$ cat src/rtl/hazard_stall_unit.sv
// Pipeline stall/flush control: load-use interlock, data-memory wait freeze with timeout,
// branch IF/ID flush, and saturating stall/flush statistics.
module hazard_stall_unit #(
  parameter int unsigned TIMEOUT = 64,
  parameter int unsigned CNT_W   = 16
) (
  input  logic             clk_i,
  input  logic             rst_i,
  input  logic [4:0]       IF_ID_RsAddr_i,
  input  logic [4:0]       IF_ID_RtAddr_i,
  input  logic             ID_UsesRt_i,
  input  logic             ID_EX_MemRead_i,
  input  logic [4:0]       ID_EX_RtAddr_i,
  input  logic             Branch_Taken_i,
  input  logic             DMem_Req_i,
  input  logic             DMem_Ready_i,
  output logic             PC_Write_o,
  output logic             IF_ID_Write_o,
  output logic             IF_ID_Flush_o,
  output logic             ID_EX_Bubble_o,
  output logic             Pipe_Freeze_o,
  output logic             MEM_WB_Bubble_o,
  output logic             Error_o,
  output logic [CNT_W-1:0] StallCycles_o,
  output logic [CNT_W-1:0] FlushCount_o
);

  localparam int unsigned WAIT_W = (TIMEOUT < 1) ? 1 : $clog2(TIMEOUT + 1);

  typedef enum logic [1:0] {
    ST_RUN      = 2'd0,
    ST_MEM_WAIT = 2'd1,
    ST_ERROR    = 2'd2
  } state_t;

  state_t              state_q, state_d;
  logic [WAIT_W-1:0]   wait_q, wait_d;
  logic                mem_stall;
  logic                load_use;

  assign mem_stall = DMem_Req_i & ~DMem_Ready_i;
  assign load_use  = ID_EX_MemRead_i & (ID_EX_RtAddr_i != 5'd0) &
                     ((ID_EX_RtAddr_i == IF_ID_RsAddr_i) |
                      (ID_UsesRt_i & (ID_EX_RtAddr_i == IF_ID_RtAddr_i)));

  // State and wait counter registers
  always_ff @(posedge clk_i or negedge rst_i) begin
    if (!rst_i) begin
      state_q <= ST_RUN;
      wait_q  <= '0;
    end else begin
      state_q <= state_d;
      wait_q  <= wait_d;
    end
  end

  // Next state and Mealy control outputs; memory freeze outranks the load-use bubble,
  // which outranks the branch flush (the branch re-resolves once the stall clears).
  always_comb begin
    state_d         = state_q;
    wait_d          = wait_q;
    PC_Write_o      = 1'b1;
    IF_ID_Write_o   = 1'b1;
    IF_ID_Flush_o   = 1'b0;
    ID_EX_Bubble_o  = 1'b0;
    Pipe_Freeze_o   = 1'b0;
    MEM_WB_Bubble_o = 1'b0;

    case (state_q)
      ST_ERROR: begin
        PC_Write_o      = 1'b0;
        IF_ID_Write_o   = 1'b0;
        Pipe_Freeze_o   = 1'b1;
        MEM_WB_Bubble_o = 1'b1;
      end
      default: begin
        if (mem_stall) begin
          PC_Write_o      = 1'b0;
          IF_ID_Write_o   = 1'b0;
          Pipe_Freeze_o   = 1'b1;
          MEM_WB_Bubble_o = 1'b1;
        end else if (load_use) begin
          PC_Write_o     = 1'b0;
          IF_ID_Write_o  = 1'b0;
          ID_EX_Bubble_o = 1'b1;
        end else if (Branch_Taken_i) begin
          IF_ID_Flush_o = 1'b1;
        end

        if (state_q == ST_RUN) begin
          if (mem_stall) begin
            state_d = ST_MEM_WAIT;
            wait_d  = WAIT_W'(1);
          end
        end else if (mem_stall) begin
          if (wait_q == WAIT_W'(TIMEOUT)) begin
            state_d = ST_ERROR;
          end else begin
            wait_d = wait_q + WAIT_W'(1);
          end
        end else begin
          // Ready, or the request dropped: the access is complete
          state_d = ST_RUN;
          wait_d  = '0;
        end
      end
    endcase
  end

  assign Error_o = (state_q == ST_ERROR);

  // Saturating statistics counters
  always_ff @(posedge clk_i or negedge rst_i) begin
    if (!rst_i) begin
      StallCycles_o <= '0;
      FlushCount_o  <= '0;
    end else begin
      if (!PC_Write_o && (StallCycles_o != {CNT_W{1'b1}})) begin
        StallCycles_o <= StallCycles_o + CNT_W'(1);
      end
      if (IF_ID_Flush_o && (FlushCount_o != {CNT_W{1'b1}})) begin
        FlushCount_o <= FlushCount_o + CNT_W'(1);
      end
    end
  end

endmodule

$ cat config.mk
export PLATFORM = sky130hd
export DESIGN_NAME = hazard_stall_unit
export DESIGN_NICKNAME = d
export VERILOG_FILES = /design/src/rtl/hazard_stall_unit.sv
export SDC_FILE = /design/constraint.sdc
export NUM_CORES = 1
export LEC_CHECK = 0
export CORE_ASPECT_RATIO = 0.6
export CORE_UTILIZATION = 44
export CTS_CLUSTER_DIAMETER = 40
export DETAILED_ROUTE_END_ITERATION = 10
export GPL_TIMING_DRIVEN = 0
export PLACE_DENSITY = 0.86
export SYNTH_ARGS = -nofsm -noshare
export SYNTH_HDL_FRONTEND = slang
export SYNTH_SLANG_ARGS = --single-unit
$ cat constraint.sdc
create_clock -name clk_i -period 2 [get_ports clk_i]
set_input_delay 0.4 -clock clk_i [delete_from_list [all_inputs] [get_ports clk_i]]
set_output_delay 0.4 -clock clk_i [all_outputs]
set_load 0.01 [all_outputs]
**Word-level counts from Yosys, hierarchy flattened**

Index checks and enable logic that the tools add are counted.

- Logic and storage cells: 50
- Output and inout bits: 39
- Register bits after elaboration: 41
- Bits of input ports: 22

- Multiplexer cells: 20
- Reduce and logical (&&, ||, !) cells: 7
- Bitwise operators: 7
- Add/sub/neg operators: 3
- Eq/ne operators: 9

Operators with widths:

| kind | number |
|---|---|
| adder 16 x 1 -> 16 bit (second input constant) | 2 |
| inequality test 16 bit (second input constant) | 2 |
| 2-to-1 mux 7 bit | 4 |
| 2-to-1 mux 1 bit | 12 |
| == test 5 bit | 2 |
| 2-to-1 mux 2 bit | 4 |
| adder 7 x 1 -> 7 bit (second input constant) | 1 |
| == test 7 bit (second input constant) | 1 |
| AND reduction 3 bit | 2 |
| nonzero test 5 bit | 1 |
| bitwise AND 1 bit | 4 |
| inequality test 3 x 1 -> 1 bit (second input constant) | 1 |
| inequality test 3 bit (second input constant) | 1 |
| == test 2 bit (second input constant) | 1 |
| logical AND 1 bit | 2 |
| logical NOT 2 bit | 1 |
| inequality test 2 bit (second input constant) | 1 |
| inverter 1 bit | 2 |
| logical NOT 1 bit | 1 |
| OR 1 bit | 1 |

**Logic depth before layout (Yosys ltp)**

Gate-level depths: netlist (run 1).

- Depth in word-level cells: 9
- Gate-level depth with buffers: 7
- Depth with buffers taken out: 7

**Least setup slack after synthesis (run 1)**

Ideal clock, no wire load.

- Path kind: in2out
- Start: input ID_EX_RtAddr_i[1]
- End: output PC_Write_o
- Setup slack: -9 ps
- Stages: 5
- Data required time: 1,600 ps
- Arrival: 1,609 ps
- Path buffers: 2
- Path through: or4_4 -> o21a_4 -> a21oi_4 -> buf_4 -> buf_4

- Cells in the longest elaborated chain, start to end: 7
- Elaborated cells on any way between the ends: 10
- Those cells by class: 2 x eq/ne; 3 x mux; 4 x bitwise; 1 x reduce/logical

Ends and longest elaborated chain:

| what | line | RTL |
|---|---|---|
| start, declared | 13 | `input logic [4:0] ID_EX_RtAddr_i,` |
| == test 5 bit | 44 | `(ID_UsesRt_i & (ID_EX_RtAddr_i == IF_ID_RtAddr_i)));` |
| bitwise AND 1 bit | 44 |  |
| OR 1 bit | 43 | `((ID_EX_RtAddr_i == IF_ID_RsAddr_i) \|` |
| bitwise AND 1 bit * | 42 | `assign load_use = ID_EX_MemRead_i & (ID_EX_RtAddr_i != 5'd0) &` |
| 2-to-1 mux 1 bit * (3 in series) | n/a |  |
| end, declared | 17 | `output logic PC_Write_o,` |

Mark *: on every way between the ends. The rest lies on a longest branch, timed or not.

**Worst setup path after layout (run 1)**

- Start: input ID_EX_RtAddr_i[1]
- End: output PC_Write_o

- Cells in the longest elaborated chain, start to end: 7
- Elaborated cells on any way between the ends: 10
- Those cells by class: 2 x eq/ne; 3 x mux; 4 x bitwise; 1 x reduce/logical

Ends and longest elaborated chain:

| what | line | RTL |
|---|---|---|
| == test 5 bit | 44 |  |
| bitwise AND 1 bit | 44 |  |
| OR 1 bit | 43 |  |
| bitwise AND 1 bit * | 42 |  |
| 2-to-1 mux 1 bit * | 82 | `end else if (load_use) begin` |
| 2-to-1 mux 1 bit * | 77 | `if (mem_stall) begin` |
| 2-to-1 mux 1 bit * | 69 | `case (state_q)` |

Marks and branches as above.

==> results of run 1 <==
==> what timing repair did <==
item / CTS / global route
hold endpoints to repair: 1 / 0
resized for setup: 66 / 26
pin swaps: 18 / 14
endpoints found under the setup margin: 36 / 18
buffers inserted: 11 / 7
hold buffers: 1 / 0
==> state kept, by name (all words and copies together) (netlist names) <==
register,count
StallCycles_o,16
FlushCount_o,16
wait_q,7
state_q,2
==> synth_stat cells, types with 2 or more instances <==
cell type | number | area, µm²
sky130_fd_sc_hd__inv_1 | 8 | 30.0
sky130_fd_sc_hd__a31oi_1 | 3 | 18.8
sky130_fd_sc_hd__xnor2_1 | 19 | 166
sky130_fd_sc_hd__nor4_2 | 2 | 25.0
sky130_fd_sc_hd__o21ai_0 | 12 | 60.1
sky130_fd_sc_hd__nand3_1 | 17 | 85.1
sky130_fd_sc_hd__ha_1 | 4 | 50.1
sky130_fd_sc_hd__nand2_1 | 18 | 67.6
sky130_fd_sc_hd__nor2b_1 | 3 | 18.8
sky130_fd_sc_hd__a21oi_1 | 5 | 25.0
sky130_fd_sc_hd__nor2_1 | 17 | 63.8
sky130_fd_sc_hd__xor2_1 | 16 | 140
sky130_fd_sc_hd__dfrtp_1 | 41 | 1030
sky130_fd_sc_hd__buf_4 | 3 | 22.5
sky130_fd_sc_hd__nand4_1 | 7 | 43.8
sky130_fd_sc_hd__a41oi_1 | 2 | 17.5
sky130_fd_sc_hd__mux2_1 | 2 | 22.5
sky130_fd_sc_hd__nor4_1 | 2 | 12.5
sky130_fd_sc_hd__nand3b_1 | 2 | 15.0
sky130_fd_sc_hd__nor3_1 | 10 | 50.1
sky130_fd_sc_hd__and3_1 | 9 | 56.3
sky130_fd_sc_hd__a21oi_4 | 2 | 32.5
sky130_fd_sc_hd__nand2b_1 | 4 | 25.0
==> where the power goes <==
group	internal (mW)	leakage, nW	total [mW]	switching [mW]
clock	0.274	0.0443	0.557	0.283
combinational	0.526	0.884	0.917	0.390
sequential	0.972	0.505	1.20	0.229
==> layout make-up <==
type / count / area, µm²
plain buffers: 4 / 33.8
clock buffers: 7 / 86.3
fillers: 342 / 1460
inverters: 8 / 30.0
multi-input cells: 176 / 1320
flip-flops and latches: 41 / 1030
well taps: 63 / 78.8
repair buffers: 80 / 747
==> metrics by stage <==
step / TNS (ns) / cells
5_1_grt: -0.513 / 379
3_3_place_gp: -38.41 / 352
3_5_place_dp: -18.36 / 353
2_1_floorplan: 0 / 229
4_1_cts: -0.498 / 372
6_report: -0.398 / 379
==> worst max-delay path, cell delays in order <==
cell and delay [ns]:
sky130_fd_sc_hd__buf_8 0.10, sky130_fd_sc_hd__or4_4 0.55, sky130_fd_sc_hd__o21a_4 0.22, sky130_fd_sc_hd__a21oi_4 0.16, sky130_fd_sc_hd__buf_6 0.14, sky130_fd_sc_hd__buf_6 0.09
sky130_fd_sc_hd__buf_6 0.08
==> layer usage <==
metal  up-vias  wire, µm
met2        79      2780
met5         -         0
met4         0        48
met1      1018      2770
met3         7       421
li1        985         -
==> how the worst max path moves through the flow <==
| stage | startpoint | end | depth (start not counted) |
|---|---|---|---|
| floorplan | ID_EX_RtAddr_i[1] | PC_Write_o | 5 |
| detailed placement | ID_EX_RtAddr_i[1] | PC_Write_o | 7 |
| finish | ID_EX_RtAddr_i[1] | PC_Write_o | 7 |
| CTS | ID_EX_RtAddr_i[3] | PC_Write_o | 7 |
| global route | IF_ID_RsAddr_i[0] | PC_Write_o | 9 |
| global placement | ID_EX_RtAddr_i[1] | PC_Write_o | 7 |
==> cells by family (layout without fill, tap and decap cells) <==
kind of cell | after synthesis | after routing
DFF | 41 | 41
adders and majority gates | 4 | 4
xor gates and xnor gates | 35 | 35
and+or+nand+nor | 100 | 100
buffers and inverters | 12 | 99
AOI/OAI and AO/OA | 33 | 33
muxes | 4 | 4
==> impl_metrics.yaml, run 1 <==
status:
  run_status: "finished, violations left"
  violations: "setup timing"
flow_run:
  reported_max_cap_violation_count: 0
worst_setup_path:
  critical_path.startpoint_type: "input port"
  r2r_slack_ns: 0.11
  crit_required_ns: 1.60
  regToRegEndpoint: "FlushCount_o[10]"
  end_kind: "output pin"
  timing.setup.critical_path_class: "input port to output pin"
  critical_path_at_ns: 1.75
  reg2reg_depth: 8
  crit_fanout: 3
  rr_startpoint: "FlushCount_o[0]"
clocking:
  cts-buffers-inserted: 5
  cts_sinks: 41
  clock_input_transition_at_the_sequential_cells_of_the_worst_setup_and_hold_paths_ns: 0.07
  root_driver: "sky130_fd_sc_hd__clkbuf_8"
  ctsHtreeMaxLevel: 2
  tritoncts: "yes"
  worst_skew_pair.late_latency_ns: 0.30
  cts_buffer_depth: 2
route:
  detailedRoute.firstPassIterationCount: 4
  drt-initial-drc-count: 73
  drcViolationCount: 0
  totalWireLength_um: 6020
  antenna_violating_nets_post_route: 0
  routed_wire_length_per_instance_um: 15.9
  detailroute.via_count: 2089
  route.detailed.vias_per_inst: 5.51
grt:
  overflow: 0
  grt_pass1_wl_um: 9180
  grt_util_all_layers: 0.224
  grt_start_max_net_pins: 41
  grt_antenna_before_repair: 0
  groute.layer.met1.usage: 0.311
  globalRoute.busiestLayer: "met2"
  globalRouteMet2Util: 0.347
  first_global_vias: 1899
  grt_use_met3: 0.0709
synth:
  synth-adder-area-share: 0.0219
  ys.warnings.count: 0
  average_footprint_of_a_synthesized_cell_um2: 9.97
  synth.lib_cells_used.distinct: 44
  yosys_register_bits: 41
  async_flop_share: 1.00
  synth_fp_nets: 255
  synth_enable_flop_cells: 0
  synth_top_family_by_area: "simple AND/OR/NAND/NOR gates"
  synth_seq_area_share: 0.450
  synth_area_mm2: 0.00228
  post_synth_and_or_nand_nor_area_fraction: 0.238
  parity_gate_share_of_the_synthesized_area_counting_xor_and_xnor_cells: 0.134
  synth.mux.area_fraction: 0.0214
  dominantRegCellSynth: "sky130_fd_sc_hd__dfrtp_1"
  syn-instance-count: 229
  fraction_of_the_mapped_netlist_area_in_compound_gates: 0.110
floorplan:
  floorplan.initialDensity: 0.478
  dieArea_mm2: 0.00549
  ios: 61
  floorplan.rows: 19
  die_h_um: 57.8
  die_width_um: 95.0
  design.core.area_mm2: 0.00478
sta:
  relSlewSlack: 0.649
  post-route-worst-setup-slack_ns: -0.147
  fin_crit_sh: 1.07
  timing.hold.ws_ns: 0.431
  setup_violations: 4
  tightest_slew_ns: 0.520
  setup_repair_after_global_routing_missed_its_margin: "true"
  period_needed_ns: 2.15
  drv_slew: 0
  timing.clock.skew_ns: 0.00869
  achievable-frequency_mhz: 466
  finalHoldViolations: 0
finish:
  layout.nets: 342
  layout-drive-gt1-share: 0.215
  finalInstanceArea_mm2: 0.00332
  finish.utilization: 0.695
  diodes: 0
  synthToLayoutAreaGrowth_pct: 45.6
  mostFrequentLayoutCells: "41 x sky130_fd_sc_hd__dfrtp_1, 36 x sky130_fd_sc_hd__clkdlybuf4s50_1, 18 x sky130_fd_sc_hd__buf_4"
  final_common_cell: "sky130_fd_sc_hd__dfrtp_1"
power:
  cellPowerDensity_mw_per_mm2: 805
  maximum_resistive_drop_on_vdd_uv: 808
  leakage_power_total_nw: 1.43
  power_mw: 2.68
place:
  dp_worst_setup_slack_ns: -1.13
  placer_s_final_routability_congestion_estimate: 0.817
  detailedPlacementHpwl_um: 4000
  placed_cell_area_mm2: 0.00298
  port_buffers: 60
min_path:
  hold_class: "input port to async pin"
No activity file was read; power rests on OpenSTA's default activity.
==> run 2, diff against run 1 <==
GPL_TIMING_DRIVEN = default   (was 0)
PLACE_DENSITY = 0.78   (was 0.86)
==> impl_metrics.yaml, run 2 (synthesis gave the netlist of run 1 again) <==
status:
  run_status: "finished, violations left"
  violations: "setup timing"
finish:
  layout-drive-gt1-share: 0.289
  layout.nets: 362
  top_regs: "FlushCount_o (16), StallCycles_o (16), wait_q (7)"
  mostFrequentLayoutCells: "41 x sky130_fd_sc_hd__dfrtp_1, 38 x sky130_fd_sc_hd__buf_4, 37 x sky130_fd_sc_hd__clkdlybuf4s50_1"
  finalInstanceArea_mm2: 0.00347
  diodes: 0
  synthToLayoutAreaGrowth_pct: 52.0
  final_common_cell: "sky130_fd_sc_hd__dfrtp_1"
route:
  detailedRoute.firstPassIterationCount: 4
  drt-initial-drc-count: 125
  antenna_violating_nets_post_route: 0
  drcViolationCount: 0
  detailroute.via_count: 2170
  routed_wire_length_per_instance_um: 16.3
  route.detailed.vias_per_inst: 5.44
  totalWireLength_um: 6490
worst_setup_path:
  crit_required_ns: 1.60
  critical_path_at_ns: 1.66
  critical_path.startpoint_type: "input port"
  timing.setup.critical_path_class: "input port to output pin"
  end_kind: "output pin"
  crit_fanout: 3
clocking:
  root_driver: "sky130_fd_sc_hd__clkbuf_8"
  ctsHtreeMaxLevel: 2
  cts-buffers-inserted: 5
  tritoncts: "yes"
  worst_skew_pair.late_latency_ns: 0.29
  cts_buffer_depth: 2
  clock_input_transition_at_the_sequential_cells_of_the_worst_setup_and_hold_paths_ns: 0.08
  cts_sinks: 41
sta:
  final.setup.tns_ns: -0.209
  fin_crit_sh: 1.03
  timing.hold.ws_ns: 0.158
  finalHoldViolations: 0
  setup_violations: 5
  tightest_slew_ns: 0.536
  post-route-worst-setup-slack_ns: -0.0598
  period_needed_ns: 2.06
  drv_slew: 0
  timing.clock.skew_ns: 0.00640
  achievable-frequency_mhz: 485
  setup_repair_after_global_routing_missed_its_margin: "true"
  relSlewSlack: 0.642
grt:
  grt_pass1_wl_um: 9950
  first_global_vias: 2050
  grt_antenna_before_repair: 0
  overflow: 0
  grt_start_max_net_pins: 42
  grt_util_all_layers: 0.241
place:
  placer_s_final_routability_congestion_estimate: 0.823
  dp_worst_setup_slack_ns: -0.747
  detailedPlacementHpwl_um: 4440
  port_buffers: 60
  placed_cell_area_mm2: 0.00319
power:
  p_comb_frac: 0.398
  netSwitchingPower_mw: 0.913
  clock_power_share: 0.199
  intPower_mw: 1.85
  pwr-share-seq: 0.403
  maximum_resistive_drop_on_vdd_uv: 857
  leakage_power_total_nw: 1.53
  power_mw: 2.76
  switching_share: 0.331
  cellPowerDensity_mw_per_mm2: 796
floorplan:
  floorplan.initialDensity: 0.478
  ios: 61
  design.core.area_mm2: 0.00478
  die_width_um: 95.0
  die_h_um: 57.8
  floorplan.rows: 19
  dieArea_mm2: 0.00549
flow_run:
  reported_max_cap_violation_count: 0
min_path:
  hold_class: "input port to async pin"
[run 2: changes by cell type in the layout (fill, tap and decap cells not counted), sizes merged]
| cell | before | now |
|---|---|---|
| dlygate4sd3 | 1 | 0 |
| clkbuf | 9 | 7 |
| buf | 31 | 57 |
| clkdlybuf4s15 | 4 | 0 |
| clkdlybuf4s50 | 36 | 37 |
[run 2: metrics by stage]
| stage | instances | util |
|---|---|---|
| finish | 399 | 0.726 |
| global route | 399 | 0.726 |
| CTS | 398 | 0.708 |
| detailed placement | 383 | 0.668 |
| global placement | 383 | 0.668 |
| floorplan | 229 | - |
[run 2: critical path, stage by stage]
cell and delay, ns:
sky130_fd_sc_hd__dlygate4sd2_1 0.24, sky130_fd_sc_hd__xnor2_1 0.27, sky130_fd_sc_hd__nand3_2 0.16, sky130_fd_sc_hd__o22ai_4 0.23
sky130_fd_sc_hd__buf_6 0.15, sky130_fd_sc_hd__a21oi_4 0.07, sky130_fd_sc_hd__buf_2 0.14
[run 2: layout make-up]
class | count | area, µm²
tap | 63 | 78.8
timing repair buffer | 104 | 901
multi-input combinational | 176 | 1350
inverter | 8 | 30.0
sequential | 41 | 1030
clock buffer | 7 | 86.3
fill | 341 | 1310
[run 2: repair_timing]
item,in CTS,in global routing
pin swaps,18,10
buffers inserted,10,2
gates resized for setup,79,16
setup endpoints to repair,32,21
hold buffers,0,0
[run 2: routing by layer]
layer,share of wire,wire [µm],up-vias,track usage
li1,-,-,1026,-
met1,0.47,3040,1043,0.353
met2,0.45,2920,89,0.358
met3,0.061,399,12,0.0486
met4,0.021,135,0,0.0801
met5,0,0,-,0
[run 2: path summary, 6_finish.rpt]
path | start | cells past startpoint | slack, ns | to
setup / recovery | IF_ID_RsAddr_i[4] | 7 | -0.06 | IF_ID_Write_o
hold / removal | rst_i | 2 | 0.16 | wait_q[3]
setup reg to reg | StallCycles_o[0] | 9 | 0.09 | StallCycles_o[3]
hold reg to reg | StallCycles_o[15] | 1 | 0.50 | StallCycles_o[15]
max in group asynchronous | rst_i | 2 | 1.46 | StallCycles_o[2]
min in group clk_i | StallCycles_o[15] | 1 | 0.50 | StallCycles_o[15]
[run 2: power groups by stage]
| stage | logic [mW] | clock network, mW | registers (mW) |
|---|---|---|---|
| CTS | 1.06 | 0.563 | 1.11 |
| global placement | 0.991 | 0 | 1.11 |
| global route | 1.20 | 0.603 | 1.14 |
| detailed placement | 1.02 | 0 | 1.13 |
| finish | 1.10 | 0.551 | 1.11 |
| floorplan | 0.311 | 0 | 1.21 |
